==> src/rtl/apb_reg_slave.sv <==
// APB3 completer register bank: NUM_REGS word registers with programmable wait
// states, PSLVERR on bad addresses and a sticky protocol-violation flag.
module apb_reg_slave #(
  parameter int unsigned               APB_ADDR_WIDTH = 32,
  parameter int unsigned               APB_DATA_WIDTH = 32,
  parameter int unsigned               NUM_REGS       = 16,
  parameter int unsigned               WAIT_STATES    = 0,
  parameter logic [APB_DATA_WIDTH-1:0] RESET_VAL      = '0
) (
  input  logic                               apbClk,
  input  logic                               rst,
  input  logic [APB_ADDR_WIDTH-1:0]          PADDR,
  input  logic [APB_DATA_WIDTH-1:0]          PWDATA,
  input  logic                               PSEL,
  input  logic                               PENABLE,
  input  logic                               PWRITE,
  output logic [APB_DATA_WIDTH-1:0]          PRDATA,
  output logic                               PREADY,
  output logic                               PSLVERR,
  output logic [NUM_REGS*APB_DATA_WIDTH-1:0] regs_o,
  output logic                               proto_err
);

  localparam int unsigned IDX_W = $clog2(NUM_REGS);
  localparam int unsigned DW    = APB_DATA_WIDTH;

  typedef enum logic [1:0] {S_IDLE, S_WAIT, S_READY} state_e;

  state_e              state_q, state_d;
  logic [3:0]          cnt_q, cnt_d;
  logic [IDX_W-1:0]    idx_q, idx_d;
  logic                write_q, write_d;
  logic                err_q, err_d;
  logic [DW-1:0]       wdata_q, wdata_d;
  logic [DW-1:0]       prdata_q, prdata_d;
  logic                pready_q, pready_d;
  logic                pslverr_q, pslverr_d;
  logic                proto_err_q, proto_err_d;
  logic [DW-1:0]       regs_q [NUM_REGS];
  logic [DW-1:0]       regs_d [NUM_REGS];

  logic [IDX_W-1:0]          addr_idx;
  logic [APB_ADDR_WIDTH-1:0] word_addr;
  logic                      addr_err;
  logic                      access;

  assign addr_idx  = PADDR[IDX_W+1:2];
  assign word_addr = PADDR >> 2;
  assign addr_err  = (PADDR[1:0] != 2'b00) || (word_addr >= APB_ADDR_WIDTH'(NUM_REGS));
  assign access    = PSEL && PENABLE;

  always_comb begin
    state_d     = state_q;
    cnt_d       = cnt_q;
    idx_d       = idx_q;
    write_d     = write_q;
    err_d       = err_q;
    wdata_d     = wdata_q;
    prdata_d    = prdata_q;
    pready_d    = pready_q;
    pslverr_d   = pslverr_q;
    proto_err_d = proto_err_q;
    regs_d      = regs_q;

    unique case (state_q)
      S_IDLE: begin
        if (PSEL && !PENABLE) begin
          idx_d   = addr_idx;
          write_d = PWRITE;
          wdata_d = PWDATA;
          err_d   = addr_err;
          cnt_d   = 4'(WAIT_STATES);
          if (WAIT_STATES == 0) begin
            // Zero wait states: respond straight from the live setup-phase decode.
            state_d   = S_READY;
            pready_d  = 1'b1;
            pslverr_d = addr_err;
            prdata_d  = (!PWRITE && !addr_err) ? regs_q[addr_idx] : '0;
          end else begin
            state_d = S_WAIT;
          end
        end else if (access) begin
          proto_err_d = 1'b1;
        end
      end

      S_WAIT: begin
        if (!access) begin
          state_d     = S_IDLE;
          proto_err_d = 1'b1;
          pready_d    = 1'b0;
          pslverr_d   = 1'b0;
          prdata_d    = '0;
        end else if (cnt_q == 4'd1) begin
          state_d   = S_READY;
          pready_d  = 1'b1;
          pslverr_d = err_q;
          prdata_d  = (!write_q && !err_q) ? regs_q[idx_q] : '0;
        end else begin
          cnt_d = cnt_q - 4'd1;
        end
      end

      S_READY: begin
        if (!access) begin
          proto_err_d = 1'b1;
        end else if (write_q && !err_q) begin
          regs_d[idx_q] = wdata_q;
        end
        state_d   = S_IDLE;
        pready_d  = 1'b0;
        pslverr_d = 1'b0;
        prdata_d  = '0;
      end

      default: state_d = S_IDLE;
    endcase
  end

  always_ff @(posedge apbClk) begin
    if (rst) begin
      state_q     <= S_IDLE;
      cnt_q       <= '0;
      idx_q       <= '0;
      write_q     <= 1'b0;
      err_q       <= 1'b0;
      wdata_q     <= '0;
      prdata_q    <= '0;
      pready_q    <= 1'b0;
      pslverr_q   <= 1'b0;
      proto_err_q <= 1'b0;
      for (int unsigned i = 0; i < NUM_REGS; i++) regs_q[i] <= RESET_VAL;
    end else begin
      state_q     <= state_d;
      cnt_q       <= cnt_d;
      idx_q       <= idx_d;
      write_q     <= write_d;
      err_q       <= err_d;
      wdata_q     <= wdata_d;
      prdata_q    <= prdata_d;
      pready_q    <= pready_d;
      pslverr_q   <= pslverr_d;
      proto_err_q <= proto_err_d;
      for (int unsigned i = 0; i < NUM_REGS; i++) regs_q[i] <= regs_d[i];
    end
  end

  for (genvar g = 0; g < NUM_REGS; g++) begin : g_flat
    assign regs_o[g*DW +: DW] = regs_q[g];
  end

  assign PRDATA    = prdata_q;
  assign PREADY    = pready_q;
  assign PSLVERR   = pslverr_q;
  assign proto_err = proto_err_q;

endmodule

==> config.mk <==
export PLATFORM = sky130hd
export DESIGN_NAME = apb_reg_slave
export DESIGN_NICKNAME = d
export VERILOG_FILES = /design/src/rtl/apb_reg_slave.sv
export SDC_FILE = /design/constraint.sdc
export NUM_CORES = 1
export LEC_CHECK = 0
export ABC_AREA = 1
export CELL_PAD_IN_SITES_DETAIL_PLACEMENT = 0
export CELL_PAD_IN_SITES_GLOBAL_PLACEMENT = 2
export CORE_UTILIZATION = 29
export DETAILED_ROUTE_END_ITERATION = 10
export PLACE_DENSITY = 0.94
export SKIP_CTS_REPAIR_TIMING = 1
export SYNTH_ARGS = -nofsm -noshare
export SYNTH_HDL_FRONTEND = slang
export SYNTH_SLANG_ARGS = --single-unit
==> constraint.sdc <==
create_clock -name apbClk -period 4.5 [get_ports apbClk]
set_input_delay 0.675 -clock apbClk [delete_from_list [all_inputs] [get_ports apbClk]]
set_output_delay 0.675 -clock apbClk [all_outputs]
set_load 0.005 [all_outputs]
==> summary.md <==
| Metric | Value |
|---|---|
| Critical Path RT | around 5 ns |
| Core area | slightly above 80000 um^2 |
| Clock sinks | about 600 |
| Pwr Density | 352 nW/um^2 |
| Synthesized cell area | roughly 24000 um^2 |
| Post-synth cell types | 19 |
| Worst reg2reg setup slack | between 1.5 and 2 ns |
| Achievable Freq | about 350 MHz |
| Seq cells post-synth | 585 |
| Worst Path Arrival | 3.34 ns |
| I/O pins | 616 |
| Compound-Gate Fraction of Synth Area | a little under a quarter |
| Finished Layout Cells | between 4000 and 5000 |
| Number of synthesized flops with an enable pin | 0 |
| Total die area | 84700 um^2 |
| # fillers | roughly 8400 |
| Layout cells sized above 1 | 4.83% |
| Synth Area in Simple Gates | between 10% and 20% |
| Post-Syn Nets | around 3400 |
| Kind of critical path | in2reg |
| Hold Path Sink | regs_o[477]$_SDFFE_PP0P_ |
| TritonCTS clock tree | done |
| Worst reg2reg startpoint | PREADY$_SDFFE_PP0P_ |
| Fin crit share | between 60 and 70% |
| Port buffer count | between 600 and 700 |
| GP Congestion | 0.836 |
| Placed Cells | slightly below 5000 |
| Kind of end point of the critical path | flop |
| Critical Path Fanout Max | 19 |
| Post-DRT Antenna Nets | 0 |
| DRC errors left | 0 |
| Final Hold Fails | 0 |
| Mux cell area share after synthesis | 0% |
| Synth Area per Inst | around 7 um^2 |
| Total gr overflow | 0 |
| Synth Flop Type | dfxtp_1 |
| Async SR Flop Fraction | 0% |
| Final wirelength | around 110000 um |
| Outcome | finished clean |
| TNS Setup | 0 ns |
| Worst-path clk slew | 0.06 ns |
| Largest family of logic cells by synthesized area | compound AO/OA/AOI/OAI gates |
| DR WL/cell | about 23 um |
| Worst-Margin Slew | between 0.9 and 1 ns |
| Hold Path Stages | 2 |
| Initial Utilization | 29.4% |
| Pre-antenna DRT Iters | 5 |
| Number of global-route vias before repair | ~23000 |
| First-pass GRT wire length | between 150000 and 200000 um |
| Worst min-delay path class | reg2reg |
| Max Cap Viol | 0 |
| Gr usage total | between 20% and 30% |
| Clock Skews | roughly 0.032 ns |
| R2R Path End | regs_o[398]$_SDFFE_PP0P_ |
| Reg2reg path depth | 7 |
| Pin count of the biggest net entering global routing | 140 |
| DR vias/cell | approximately 5.2 |
| Unrepaired setup endpoints after global routing | no |
| Cells after Synth | ~3400 |
| HP Start | regs_o[477]$_SDFFE_PP0P_ |
| Final setup margin | roughly 1.7 ns |
| Setup slack at placement | 1.08 ns |
| Row cnt | between 100 and 150 |
| Worst-Skew Late Latency | just over 0.6 ns |
| Layout Nets | between 3000 and 4000 |
| Die height | between 200 and 300 um |
| Crit path time final | ~2.8 ns |
| Die Wd | a little under 300 um |
| Post-synthesis xor/xnor area fraction | 0% |
| Adder-cell area share of the yosys netlist | 0% |
| Leak Pwr | ~12 nW |
| Busiest grt layer | met2 |
| Final slew viol count | 0 |
| Startpoint Class | input pin |
| VDD IR max | approximately 0.27 mV |
| Met3 Use GR | about 4.0% |
| Routing usage on met1 | about a third |
| CTS Buf Count | between 60 and 70 |
| Commonest non-fill, non-tap cell in the layout | clkdlybuf4s50_1 |
| CTS root buf | clkbuf_16 |
| Post-DP HPWL | 73800 um |
| Initial antenna violation count | 1 |
| CTS HTree Levels | 3 |
| Via count | 25804 |
| Slew headroom | 35.4% |
| M2 GR Usage | between 40% and 50% |
| Layout area overhead | 39.0% |
| Initial DRC count | ~2700 |
| Synth warn | 0 |
| Commonest cells after routing, fill and taps aside | clkdlybuf4s50_1, dfxtp_1, a21oi_1 |
| Ant diodes | 0 |
| Finish-stage setup viols | 0 |
| Sequential fraction of the synthesis area | between 40% and 50% |
| Max Buffers Root-to-Sink | 3 |
## synth_stat cells, types with 8 or more instances
| master | instances | area share, % |
|---|---|---|
| a21oi_1 | 584 | 12 |
| buf_1 | 12 | 0.19 |
| buf_2 | 8 | 0.17 |
| clkbuf_1 | 259 | 4.0 |
| clkinv_1 | 32 | 0.50 |
| dfxtp_1 | 585 | 48 |
| inv_1 | 241 | 3.7 |
| nand2_1 | 567 | 8.8 |
| nand3_1 | 485 | 10 |
| nor2_1 | 34 | 0.53 |
| o21ai_0 | 513 | 11 |
| o21ai_1 | 36 | 0.74 |
## how the worst max path moves through the flow
stage	slack, ns	startpoint	end
4_1_cts	1.73	PSEL	regs_o[31]$_SDFFE_PP0P_
6_report	1.68	PSEL	regs_o[398]$_SDFFE_PP0P_
2_1_floorplan	2.54	PADDR[2]	PRDATA[3]$_SDFFE_PP0P_
3_5_place_dp	1.08	PSEL	regs_o[5]$_SDFFE_PP0P_
5_1_grt	1.47	PSEL	regs_o[36]$_SDFFE_PP0P_
3_3_place_gp	1.13	PSEL	regs_o[118]$_SDFFE_PP0P_
## power by group
part	total, mW	switching (mW)	internal (mW)
clock	5.77	2.36	3.40
combinational	0.791	0.579	0.212
sequential	5.30	0.0777	5.22
total	11.9	3.02	8.84
## kinds of logic after synthesis
group                  Yosys count
AOI/OAI and AO/OA             1134
and+or+nand+nor               1094
DFF                            585
buffers and inverters          555
## routing by layer
metal  share of wire (%)  vias up
met2                  47     1147
met3                 7.0      182
met4                 3.1        0
met1                  43    12255
li1                    -    12220
met5                   0        -
## worst max-delay path, cell delays in order
cell and delay [ns]:
clkdlybuf4s50_1 0.50, nand3_1 0.16, nor3_4 0.31, nand3_1 0.42
nor2_4 0.72, buf_12 0.28, o21ai_0 0.10, a21oi_1 0.15
## state kept, by name, indices dropped and copies added, names as in the netlist
name / count
regs_o: 512
PRDATA: 32
wdata_q: 32
idx_q: 4
PREADY: 1
PSLVERR: 1
err_q: 1
proto_err: 1
write_q: 1
## through the flow
step / power, mW / hold slack [ns] / area (um^2) / utilization, %
floorplan: 5.83 / 0.453 / 24200 / -
global placement: 6.19 / 0.447 / 31400 / 38.1
detailed placement: 6.19 / 0.449 / 31400 / 38.1
CTS: 11.9 / 0.458 / 33700 / 40.9
global route: 12.2 / 0.476 / 33700 / 40.9
finish: 11.9 / 0.460 / 33700 / 40.9
## layout make-up
type,instances,area (um^2),area share [%]
clock buffers,107,2090,6.21
clock inverters,17,239,0.709
inverters,276,1050,3.13
multi-input cells,2228,10600,31.4
flip-flops and latches,585,11700,34.8
well taps,1070,1340,3.97
repair buffers,661,6670,19.8
No activity file was read; power rests on OpenSTA's default activity.
